$ cat src/rtl/sar_search_if.sv
// Comparator-side handshake of the SAR search: trial value out, relation code back.
interface sar_search_if #(
    parameter int unsigned WIDTH = 4
);
    logic [WIDTH-1:0] GUESS;
    logic             REQ;
    logic             ACK;
    logic [1:0]       CMP;

    modport master (output GUESS, output REQ, input ACK, input CMP);
    modport slave  (input GUESS, input REQ, output ACK, output CMP);
endinterface

$ cat src/rtl/sar_search.sv
// Successive-approximation search controller: resolves an unknown value MSB-first
// by probing a magnitude comparator, with early exit on equality.
module sar_search #(
    parameter int unsigned WIDTH = 4
) (
    input  logic             clk,
    input  logic             rst,
    input  logic             START,
    sar_search_if.master     cmp,
    output logic             BUSY,
    output logic             DONE,
    output logic             FOUND,
    output logic             ERR,
    output logic [WIDTH-1:0] RESULT
);
    localparam logic [WIDTH-1:0] MSB_ONEHOT = WIDTH'(1) << (WIDTH - 1);

    typedef enum logic [1:0] {
        S_IDLE,
        S_PROBE,
        S_DONE
    } state_t;

    state_t           state_q, state_d;
    logic [WIDTH-1:0] acc_q, acc_d;
    logic [WIDTH-1:0] bitptr_q, bitptr_d;
    logic [WIDTH-1:0] result_q, result_d;
    logic             found_q, found_d;
    logic             err_q, err_d;
    logic [WIDTH-1:0] trial;
    logic [WIDTH-1:0] kept;

    always_ff @(posedge clk) begin
        if (rst) begin
            state_q  <= S_IDLE;
            acc_q    <= '0;
            bitptr_q <= '0;
            result_q <= '0;
            found_q  <= 1'b0;
            err_q    <= 1'b0;
        end else begin
            state_q  <= state_d;
            acc_q    <= acc_d;
            bitptr_q <= bitptr_d;
            result_q <= result_d;
            found_q  <= found_d;
            err_q    <= err_d;
        end
    end

    always_comb begin
        state_d  = state_q;
        acc_d    = acc_q;
        bitptr_d = bitptr_q;
        result_d = result_q;
        found_d  = found_q;
        err_d    = err_q;
        trial    = acc_q | bitptr_q;
        kept     = acc_q | ((cmp.CMP == 2'b01) ? bitptr_q : '0);

        unique case (state_q)
            S_IDLE: begin
                if (START) begin
                    state_d  = S_PROBE;
                    acc_d    = '0;
                    bitptr_d = MSB_ONEHOT;
                    result_d = '0;
                    found_d  = 1'b0;
                    err_d    = 1'b0;
                end
            end
            S_PROBE: begin
                // Without ACK every register holds, keeping GUESS stable.
                if (cmp.ACK) begin
                    unique case (cmp.CMP)
                        2'b00: begin
                            result_d = trial;
                            found_d  = 1'b1;
                            state_d  = S_DONE;
                        end
                        2'b11: begin
                            result_d = acc_q;
                            err_d    = 1'b1;
                            state_d  = S_DONE;
                        end
                        default: begin
                            acc_d = kept;
                            if (bitptr_q[0]) begin
                                result_d = kept;
                                found_d  = 1'b0;
                                state_d  = S_DONE;
                            end else begin
                                bitptr_d = bitptr_q >> 1;
                            end
                        end
                    endcase
                end
            end
            S_DONE: begin
                state_d = S_IDLE;
            end
            default: begin
                state_d = S_IDLE;
            end
        endcase
    end

    assign cmp.GUESS = (state_q == S_PROBE) ? trial : '0;
    assign cmp.REQ   = (state_q == S_PROBE);
    assign BUSY      = (state_q == S_PROBE);
    assign DONE      = (state_q == S_DONE);
    assign FOUND     = found_q;
    assign ERR       = err_q;
    assign RESULT    = result_q;
endmodule

$ cat src/flat_wrapper.sv
// flat-port wrapper written by rule: the top's interface ports become plain ports
module sar_search_flat 
#(
    parameter int unsigned WIDTH = 4
)
  (clk, rst, START, BUSY, DONE, FOUND, ERR, RESULT, cmp_GUESS, cmp_REQ, cmp_ACK, cmp_CMP);
  sar_search_if #(.WIDTH(WIDTH)) cmp_i ();
  input  logic clk;
  input  logic rst;
  input  logic START;
  output logic BUSY;
  output logic DONE;
  output logic FOUND;
  output logic ERR;
  output logic [WIDTH-1:0] RESULT;
  output wire logic [$bits(cmp_i.GUESS)-1:0] cmp_GUESS;
  output wire logic [$bits(cmp_i.REQ)-1:0] cmp_REQ;
  input wire logic [$bits(cmp_i.ACK)-1:0] cmp_ACK;
  input wire logic [$bits(cmp_i.CMP)-1:0] cmp_CMP;
  assign cmp_GUESS = cmp_i.GUESS;
  assign cmp_REQ = cmp_i.REQ;
  assign cmp_i.ACK = cmp_ACK;
  assign cmp_i.CMP = cmp_CMP;
  sar_search #(.WIDTH(WIDTH)) u_core (.clk(clk), .rst(rst), .START(START), .cmp(cmp_i), .BUSY(BUSY), .DONE(DONE), .FOUND(FOUND), .ERR(ERR), .RESULT(RESULT));
endmodule
$ cat config.mk
export PLATFORM = sky130hd
export DESIGN_NAME = sar_search_flat
export DESIGN_NICKNAME = d
export VERILOG_FILES = /design/src/rtl/sar_search_if.sv /design/src/rtl/sar_search.sv /design/src/flat_wrapper.sv
export SDC_FILE = /design/constraint.sdc
export NUM_CORES = 1
export LEC_CHECK = 0
export BUFFER_PORTS_ARGS = -buffer_cell sky130_fd_sc_hd__buf_2
export CAP_MARGIN = 20
export CORE_AREA = 2 2 43 45
export DETAILED_ROUTE_END_ITERATION = 12
export DIE_AREA = 0 0 45 47
export GPL_TIMING_DRIVEN = 0
export PLACE_DENSITY = 0.85
export SYNTH_ARGS = -nofsm -noshare
export SYNTH_HDL_FRONTEND = slang
export SYNTH_SLANG_ARGS = --single-unit
$ cat constraint.sdc
create_clock -name clk -period 3.2 [get_ports clk]
set_input_delay 0.32 -clock clk [delete_from_list [all_inputs] [get_ports clk]]
set_output_delay 0.32 -clock clk [all_outputs]
set_load 0.005 [all_outputs]
==> results of run 1 <==
## stage by stage
step	power [mW]	utilization, %	area, um^2	setup slack (ns)	hold slack [ns]
floorplan	0.267	-	887	1.68	0.438
global placement	0.286	60.5	998	1.45	0.438
detailed placement	0.288	60.5	998	1.42	0.447
CTS	0.392	61.8	1020	1.56	0.306
global route	0.410	61.8	1020	1.48	0.308
finish	0.390	61.8	1020	1.56	0.307
## metal layers
layer | track usage [%] | share of wire [%] | wire length, um | vias to the layer above
met3 | 4.62 | 4.9 | 93 | 7
met4 | 13.5 | 2.1 | 39 | 0
met1 | 25.6 | 44 | 835 | 385
li1 | - | - | - | 408
met5 | 0 | 0 | 0 | -
met2 | 31.1 | 49 | 914 | 22
## layout make-up
| type | count | area share [%] |
|---|---|---|
| multi-input cells | 74 | 48.3 |
| flip-flops and latches | 16 | 31.4 |
| repair buffers | 18 | 8.82 |
| plain buffers | 7 | 5.39 |
| clock buffers | 3 | 2.21 |
| well taps | 17 | 2.08 |
| inverters | 5 | 1.84 |
## power by group
group / internal [mW] / switching (mW)
sequential: 0.202 / 0.00309
combinational: 0.0342 / 0.0441
clock: 0.0439 / 0.0621
## how the worst max path moves through the flow
| stage | from | end | slack, ns | depth (start not counted) |
|---|---|---|---|---|
| floorplan | cmp_CMP[1] | u_core.RESULT[0] | 1.68 | 7 |
| global placement | cmp_CMP[0] | u_core.bitptr_q[3] | 1.45 | 8 |
| detailed placement | cmp_CMP[0] | u_core.bitptr_q[3] | 1.42 | 8 |
| CTS | u_core.state_q[1] | cmp_REQ | 1.56 | 6 |
| global route | u_core.state_q[1] | cmp_REQ | 1.48 | 6 |
| finish | u_core.state_q[1] | cmp_REQ | 1.56 | 6 |
## synth_stat cells
master	n
a21o_1	4
clkbuf_2	1
nand2_2	1
clkbuf_1	1
nand2b_4	1
o21bai_1	2
a21o_2	2
a21oi_1	6
a22oi_1	2
nor4_1	2
nor3b_1	2
o32ai_1	2
dfxtp_1	16
inv_1	4
nor3_1	4
nand2b_1	3
buf_6	3
nor2b_1	1
and2b_2	1
mux2_2	1
or3_1	1
a31oi_1	5
buf_4	1
o22ai_1	1
nand4b_1	2
a221oi_4	1
inv_2	1
buf_2	1
nand2_1	4
nor2_1	16
nand3_1	2
a211oi_1	2
and3_1	1
a221o_2	1
ha_1	4
## critical path: cells and delay by family (launching register included)
family,cells,cell delay (ns)
buffers and inverters,5,0.56
DFF,1,0.33
and+or+nand+nor,1,0.13
## cells in the final DEF, fill, tap and decap left out, types with 4 or more instances in the layout
cell type   n
inv_1       4
nor3_1      4
nand2_1     4
a21oi_1     6
buf_2      19
a21o_1      4
a31oi_1     5
ha_1        4
nor2_1     16
dfxtp_1    16
## sequential cells by signal (all words and copies together), names as in the netlist
name             count
u_core.FOUND         1
u_core.acc_q         4
u_core.RESULT        4
u_core.ERR           1
u_core.state_q       2
u_core.bitptr_q      4
## cell families after synthesis
logic type                 count (synthesis)
adders and majority gates                  4
muxes                                      1
AOI/OAI and AO/OA                         28
buffers and inverters                     12
DFF                                       16
and+or+nand+nor                           41
==> results.md, run 1 <==
Critical path:
- The startpoint identified for the worst register-to-register timing path is u_core.state_q[0].
- The worst-case register-to-register setup slack is 1.79 ns.
- The endpoint type of the worst setup path is a primary output.
- The most used cell along the critical path is buf_6.
- The type of element launching the critical path is a flop.
- Walking the worst path, the cells encountered are buf_6, nand2b_1, buf_6, inv_2, buf_4, buf_2.
- The cell type of the slowest stage on the worst timing path is dfxtp_1.
- Measured in cells, the most critical reg-to-reg path has a length of 5.
- The data arrival time at the worst-slack endpoint is 1.32 ns.
- In this run the worst path has a maximum fanout of 9.
- The critical path class is flop to primary output.
- The largest incremental delay on the critical path is 0.33 ns.
- In this run the critical register-to-register path is captured at u_core.RESULT[2].
- For the worst setup path, the data required time is 2.88 ns.

Synth:
- The compound-cell area share of the yosys netlist is 24.3%.
- Sorting the synthesized cells by area gives the leading types as dfxtp_1 36%, nor2_1 6.8%, ha_1 5.6%.
- In the synthesized netlist, the number of instances is 102.
- The synthesized netlist devotes 24.4% of its cell area to simple gates.
- A synthesized cell averages 8.70 um^2.
- After Yosys synthesis, XOR and XNOR cells account for 0% of the synthesized area.
- The adder-cell share of the synthesized area is 5.64%.
- During synthesis, Yosys emitted a total of 0 warnings.
- The synthesized design spends more area on one cell type than any other, namely dfxtp_1.
- Summing every instance area after synthesis gives 887 um^2.
- After synthesis, the largest area contributor takes up 36.1% of total cell area.
- Multiplexer cells account for 1.27% of the synthesized area.
- The count of distinct cell types in the synthesized netlist is 35.
- The main combinational cell family by area after synthesis is simple AND/OR/NAND/NOR gates.
- Sequential cells were found to cover 36.1% of the synthesized design area.
- Synthesis produced a netlist with a net count of 112.
- The number of register bits inferred by synthesis is 16.

Placement:
- The final weighted congestion of routability-driven global placement is 0.845.
- The count of input and output buffers is 18.
- Detailed placement finished with a half-perimeter wire length of 1400 um.
- The total placed cells including tap cells is 137.

Power and ir drop:
- In this run the power density over the cells is 382 nW/um^2.
- The peak supply drop is 251 uV.
- The leakage power total is 0.473 nW.

Global route:
- The overall routing resource usage is 20.3%.
- Global routing finished with a remaining overflow of 0.
- The wire length of the first global-routing pass is 2990 um.
- The initial antenna violation count is 0.
- Entering global routing, the biggest net connects 11 pins.
- The via count of the first global-routing pass is 684.

Final layout:
- Compared with the post-synthesis result, the final layout area differs by 15.1%.
- 0 antenna diodes ended up in the layout.
- The sequential standard cell area is 320 um^2.
- The combined area of the multi-input logic cells is 493 um^2.
- Of the cells placed in the final design, the portion with a size suffix greater than 1 is 29.3%.
- The layout has 158 filler cells.
- The number of nets in the layout is 135.
- The count of non-filler cells in the finished layout is 140.

Route:
- The total vias in the final route is 822.
- In the routed layout, each cell is associated on average with a via count of 5.87.
- The post-route antenna net violation count is 0.
- In the routed design, unresolved DRC markers number 0.
- In the final routed layout, each cell accounts on average for 13.5 um.
- The sum of routed wire length over all layers is 1880 um.
- After the first detailed-routing iteration, the DRC count stood at 18.
- For this run, the detailed router's first-pass iteration total came to 4.

Clock tree:
- The number of sinks handled by clock tree synthesis is 16.
- Post-CTS timing repair inserted 0 buffers for setup.
- In this run the clock root is driven by a clkbuf_4.
- In this run, post-CTS repair resized a total of 0 instances.
- The maximum buffer depth of the clock tree is 2.
- After clock tree synthesis, the clock-pin slew on the worst setup and hold paths is 0.09 ns.
- TritonCTS built the clock tree.
- The CTS buffer count is 3.
- The clock latency reported for the late side of the worst-skew pair is 0.29 ns.
- Hold repair after CTS inserted 0 buffers.
- CTS built an H-tree with a depth of 1.

Die:
- The x dimension of the die is 45 um.
- The total die area is 2120 um^2.
- The area of the core region is 1650 um^2.
- For this configuration, the core starts out at a cell density of 53.7%.
- The vertical die dimension is 47 um.
- The placement row count is 15.
- In this run the count of I/O pins placed on the die edge is 19.

STA:
- The worst pin sits at a relative slew slack of 70.0%.
- The final critical path time including I/O delays and setup is 1.64 ns.
- The setup clock skew after layout is 0.00765 ns.
- The final hold violation count came to 0.
- Setup violations remaining at the end of the flow were counted as 0.
- Static timing analysis puts the maximum clock frequency at 611 MHz.
- The final setup TNS is 0 ns.
- Setup repair after global routing left no endpoint under its margin.
- The max-slew violation count is 0.
- The transition time of the tightest slew-check pin is 0.449 ns.
- After layout, the worst path uses 51.1% of the clock period.

Min path:
- The worst hold path begins at cmp_ACK.
- The class of the tightest hold or removal check is primary input to flop.
- The worst hold path passes through 3 cells.
- The terminating pin of the worst hold path is u_core.state_q[1].

Run:
- The max-capacitance violation count is 0.

Status:
- The run finished with clean final reports.
No activity file was read; power rests on OpenSTA's default activity.
==> run 2: changes to the inputs <==
- ABC_AREA: default -> 1
- CORE_AREA: 2 2 43 45 -> 2 2 44 56
- DIE_AREA: 0 0 45 47 -> 0 0 46 58
- PLACE_DENSITY: 0.85 -> 0.77
- clock period: 3.2 -> 1.4 ns (I/O delays scaled with it)
==> run 2 against run 1 <==
Non-clock buffer count down 3. Synthesized cell count up 48%. Sequential power up 150%. Wire length up 18%. Count of clock-buffer cells in the layout up 1. Core utilization down 7.8 points. Power rose to 3.0 times the previous value. Design area up 13%. Critical path depth down 2. Clock skew down 0.0016 ns. Register-to-register slack worse by 1.7 ns. Area after synthesis up 11%. Largest cell class unchanged.
==> results.md, run 2 <==
Status:
- The flow ran to the end, and the final reports show no timing, DRC or antenna violations.

STA:
- The max-slew violation count came to 0 (unchanged).
- Based on the critical path, the design can be clocked at up to 758 MHz.
- The final critical path time including I/O delays and setup is 1.32 ns.
- The final setup violation count came to 0 (unchanged).
- The final critical path takes up 94.3% of the cycle.
- Setup repair after global routing left no endpoint under its margin.
- The worst-case hold slack is 0.111 ns (-0.196 ns).
- The setup clock skew after layout is 0.00604 ns (-0.00161 ns).
- The final setup TNS is 0 ns (unchanged).
- The final hold violation count came to 0 (unchanged).
- The worst path setup slack after routing was 0.0799 ns (-1.48 ns).
- The transition time of the tightest slew-check pin is 0.328 ns (-0.121 ns).
- The remaining max-slew budget at the tightest pin came to 78.1% (+8.1 points).

Power and ir drop:
- The leakage power total is 0.592 nW (+25%).
- The peak supply drop came to 501 uV (+100%).
- The power share of the combinational group is 29.4% (+9.3 points).
- The internal power is 0.778 mW (+180%).
- The clock share of power was 26.7% (-0.5 points).
- The sequential power share is 43.8% (-8.9 points).
- The ratio of total power to cell area is 997 nW/um^2 (+160%).
- The share of total power consumed by net switching is 32.5% (+4.5 points).
- The net switching power came to 0.375 mW (+240%).

Global route:
- The global-route congestion overflow total was 0 (unchanged).
- The wire length of the first global-routing pass was 3820 um (+28%).
- The overall routing resource usage came to 18.9% (-1.4 points).
- The initial antenna violation count is 0 (unchanged).
- The via count of the first global-routing pass was 968 (+42%).
- The maximum number of pins on one net before global-route repair is 11 (unchanged).

Synth:
- The number of warning messages in the yosys log is 0 (unchanged).
- The most used flip-flop cell after synthesis is dfxtp_1.
- The combined area of all synthesized cells is 987 um^2 (+11%).
- The proportion of register bits with asynchronous set or reset after synthesis was 0% (unchanged).
- The net count after synthesis is 161 (+44%).
- The commonest cells after synthesis are 43 x nand2_1, 24 x inv_1, 21 x nor2_1.
- The average cell area after synthesis is 6.54 um^2 (-25%).
- The number of register bits inferred by synthesis is 16 (unchanged).
- The count of distinct cell types in the synthesized netlist is 23 (-34%).
- The cell type contributing the most total cell area after synthesis is dfxtp_1.
- By area the synthesized netlist is led by dfxtp_1 32%, nand2_1 16%, inv_1 9.1%.
- The sequential-to-total area share from yosys stat is 32.4% (-3.7 points).
- Among all cell types in the netlist, the one instantiated most often is nand2_1.
- The number of standard cells after synthesis is 151 (+48%).
- The count of flip-flops with a built-in enable after synthesis is 0 (unchanged).
- The area share of the largest cell type after synthesis is 32.4% (-3.7 points).

Final layout:
- The fraction of layout instances using a drive strength above 1 was 22.3% (-7.0 points).
- The antenna diode count was 0 (unchanged).
- The final instance area is 1160 um^2 (+13%).
- The combined area of the multi-input logic cells is 554 um^2 (+12%).
- The sequential standard cell area is 322 um^2 (+0.39%).
- The fill cell total of the finished layout came to 214 (+35%).
- Leaving out fill and tap cells, the most frequent cells in the layout are 43 x nand2_1, 23 x inv_1, 21 x nor2_1.
- The library cell used most frequently in the layout, excluding fill and tap cells, is nand2_1.
- The count of non-filler cells in the finished layout is 196 (+40%).
- The area growth from synthesis to layout is 17.1%.
- The number of nets in the layout came to 186 (+38%).

Critical path:
- The worst setup path is captured at a primary output.
- The largest incremental delay on the critical path is 0.36 ns (+0.03 ns).
- STA classifies the critical path startpoint as a flop.
- The data arrival time at the worst-slack endpoint is 1.18 ns (-0.14 ns).
- The worst-case register-to-register setup slack is 0.14 ns (-1.65 ns).
- The largest fanout on the critical path is 4 (-5).
- The worst register-to-register path ends at u_core.state_q[0].
- Traced cell by cell, the critical path runs through or2_2, inv_1, nor2_1, buf_2.
- The logic depth of the worst register-to-register path is 7 (+2).
- In this run the critical register-to-register path is launched from u_core.state_q[1].
- The cell type of the slowest stage on the worst timing path is dfxtp_1.
- The launching instance or port of the critical path is u_core.bitptr_q[2].
- The endpoint of the most critical setup path is cmp_GUESS[2].
- The data required time of the critical path is 1.26 ns (-1.62 ns).
- The critical path is of the flop to primary output type.

Placement:
- The pre-CTS worst setup slack is 0.00405 ns (-1.42 ns).
- The final weighted congestion of routability-driven global placement is 0.859 (+1.6%).
- The placed cell area is 1100 um^2 (+11%).
- The HPWL after detailed placement was 1730 um (+24%).
- The count of input and output buffers is 18 (unchanged).
- The total placed cells including tap cells is 190 (+39%).

Run:
- The max-capacitance violation count is 0 (unchanged).

Route:
- The total DRC errors in the routed layout is 0 (unchanged).
- The post-route antenna net violation count was 0 (unchanged).
- The detailed-route vias per instance is 5.12 (-13%).
- The detailed-router iteration count before antenna repair is 4 (unchanged).
- The total vias in the final route came to 1,003 (+22%).
- The first-iteration detailed-routing DRC count was 16 (-2).
- The sum of routed wire length over all layers is 2220 um (+18%).
- The wire length per cell is 11.3 um (-16%).

Die:
- The total I/O pin count is 19 (unchanged).
- The total die area came to 2670 um^2 (+26%).
- The area of the core region is 2140 um^2 (+30%).
- The x dimension of the die is 46 um (+2.2%).
- The initial core utilization was 46.1% (-7.6 points).
- The vertical die dimension came to 58 um (+23%).
- The placement row count was 19 (+4).

Clock tree:
- The total number of H-tree levels was 1 (unchanged).
- The CTS tree is yes.
- The maximum buffer depth of the clock tree is 2 (unchanged).
- The clock slew at the register clock pins of the worst setup and hold paths is 0.10 ns (about the same).
- The CTS buffer count came to 3 (unchanged).
- The root buffer cell chosen for the clock tree is clkbuf_4.
- The clock latency reported for the late side of the worst-skew pair is 0.29 ns (about the same).
- The number of sinks handled by clock tree synthesis is 16 (unchanged).

Min path:
- The cell count of the worst hold path is 2 (-1).
- The class of the tightest hold or removal check is primary input to flop.
run 2: cell types whose count changed after synthesis, sizes merged, moves of 4 or more:
cell / delta
a21o: -6
a21oi: +7
a31oi: -5
inv: +20
nand2: +40
nand2b: -4
nand3: +4
nor2: +9
o21ai: +6
run 2: worst max-delay path, delay by kind of cell, from the launching register on:
| kind | cells | cell delay [ns] |
|---|---|---|
| simple gates | 2 | 0.36 |
| flops | 1 | 0.36 |
| buf+inv | 2 | 0.18 |
run 2: power by group through the flow:
stage | registers (mW) | clock network (mW) | logic, mW
floorplan | 0.515 | 0 | 0.237
global placement | 0.513 | 0 | 0.321
detailed placement | 0.515 | 0 | 0.328
CTS | 0.504 | 0.314 | 0.330
global route | 0.508 | 0.331 | 0.386
finish | 0.505 | 0.308 | 0.339
run 2: layout make-up:
| type | count | share of cell area (%) |
|---|---|---|
| buffer | 2 | 1.62 |
| clock buffer | 4 | 3.14 |
| inverter | 25 | 8.12 |
| multi-input combinational | 108 | 47.9 |
| tap | 21 | 2.27 |
| timing repair buffer | 20 | 9.09 |
| sequential | 16 | 27.8 |
run 2: worst min-delay path by stage:
| stage | startpoint | end | slack (ns) |
|---|---|---|---|
| floorplan | rst | u_core.FOUND | 0.21 |
| global placement | rst | u_core.FOUND | 0.41 |
| detailed placement | rst | u_core.bitptr_q[1] | 0.42 |
| CTS | rst | u_core.bitptr_q[1] | 0.11 |
| global route | rst | u_core.FOUND | 0.12 |
| finish | rst | u_core.FOUND | 0.11 |
run 2: kinds of logic after synthesis:
kind of cell / synth area share [%]
AND/OR/NAND/NOR: 40.3
buffers and inverters: 11.4
AO/OA/AOI/OAI: 10.8
flip-flops: 32.4
adder cells (fa/ha/maj): 5.07
run 2: through the flow:
step | power [mW] | utilization, %
global placement | 0.834 | 51.6
global route | 1.22 | 54.0
detailed placement | 0.843 | 51.6
floorplan | 0.752 | -
finish | 1.15 | 54.0
CTS | 1.15 | 53.3
run 2: per-layer routing:
layer  share of wire, %  global-route usage [%]  vias to the layer above
li1                   -                       -                      513
met1                 44                    24.0                      453
met2                 49                    32.3                       29
met3                4.3                    1.87                        8
met4                2.6                    6.53                        0
met5                  0                       0                        -
run 2: repair_timing:
item | CTS | global route
setup endpoints to repair | 0 | 1
hold buffers | 0 | 0
setup buffers | 0 | 2
gates resized for setup | 0 | 2
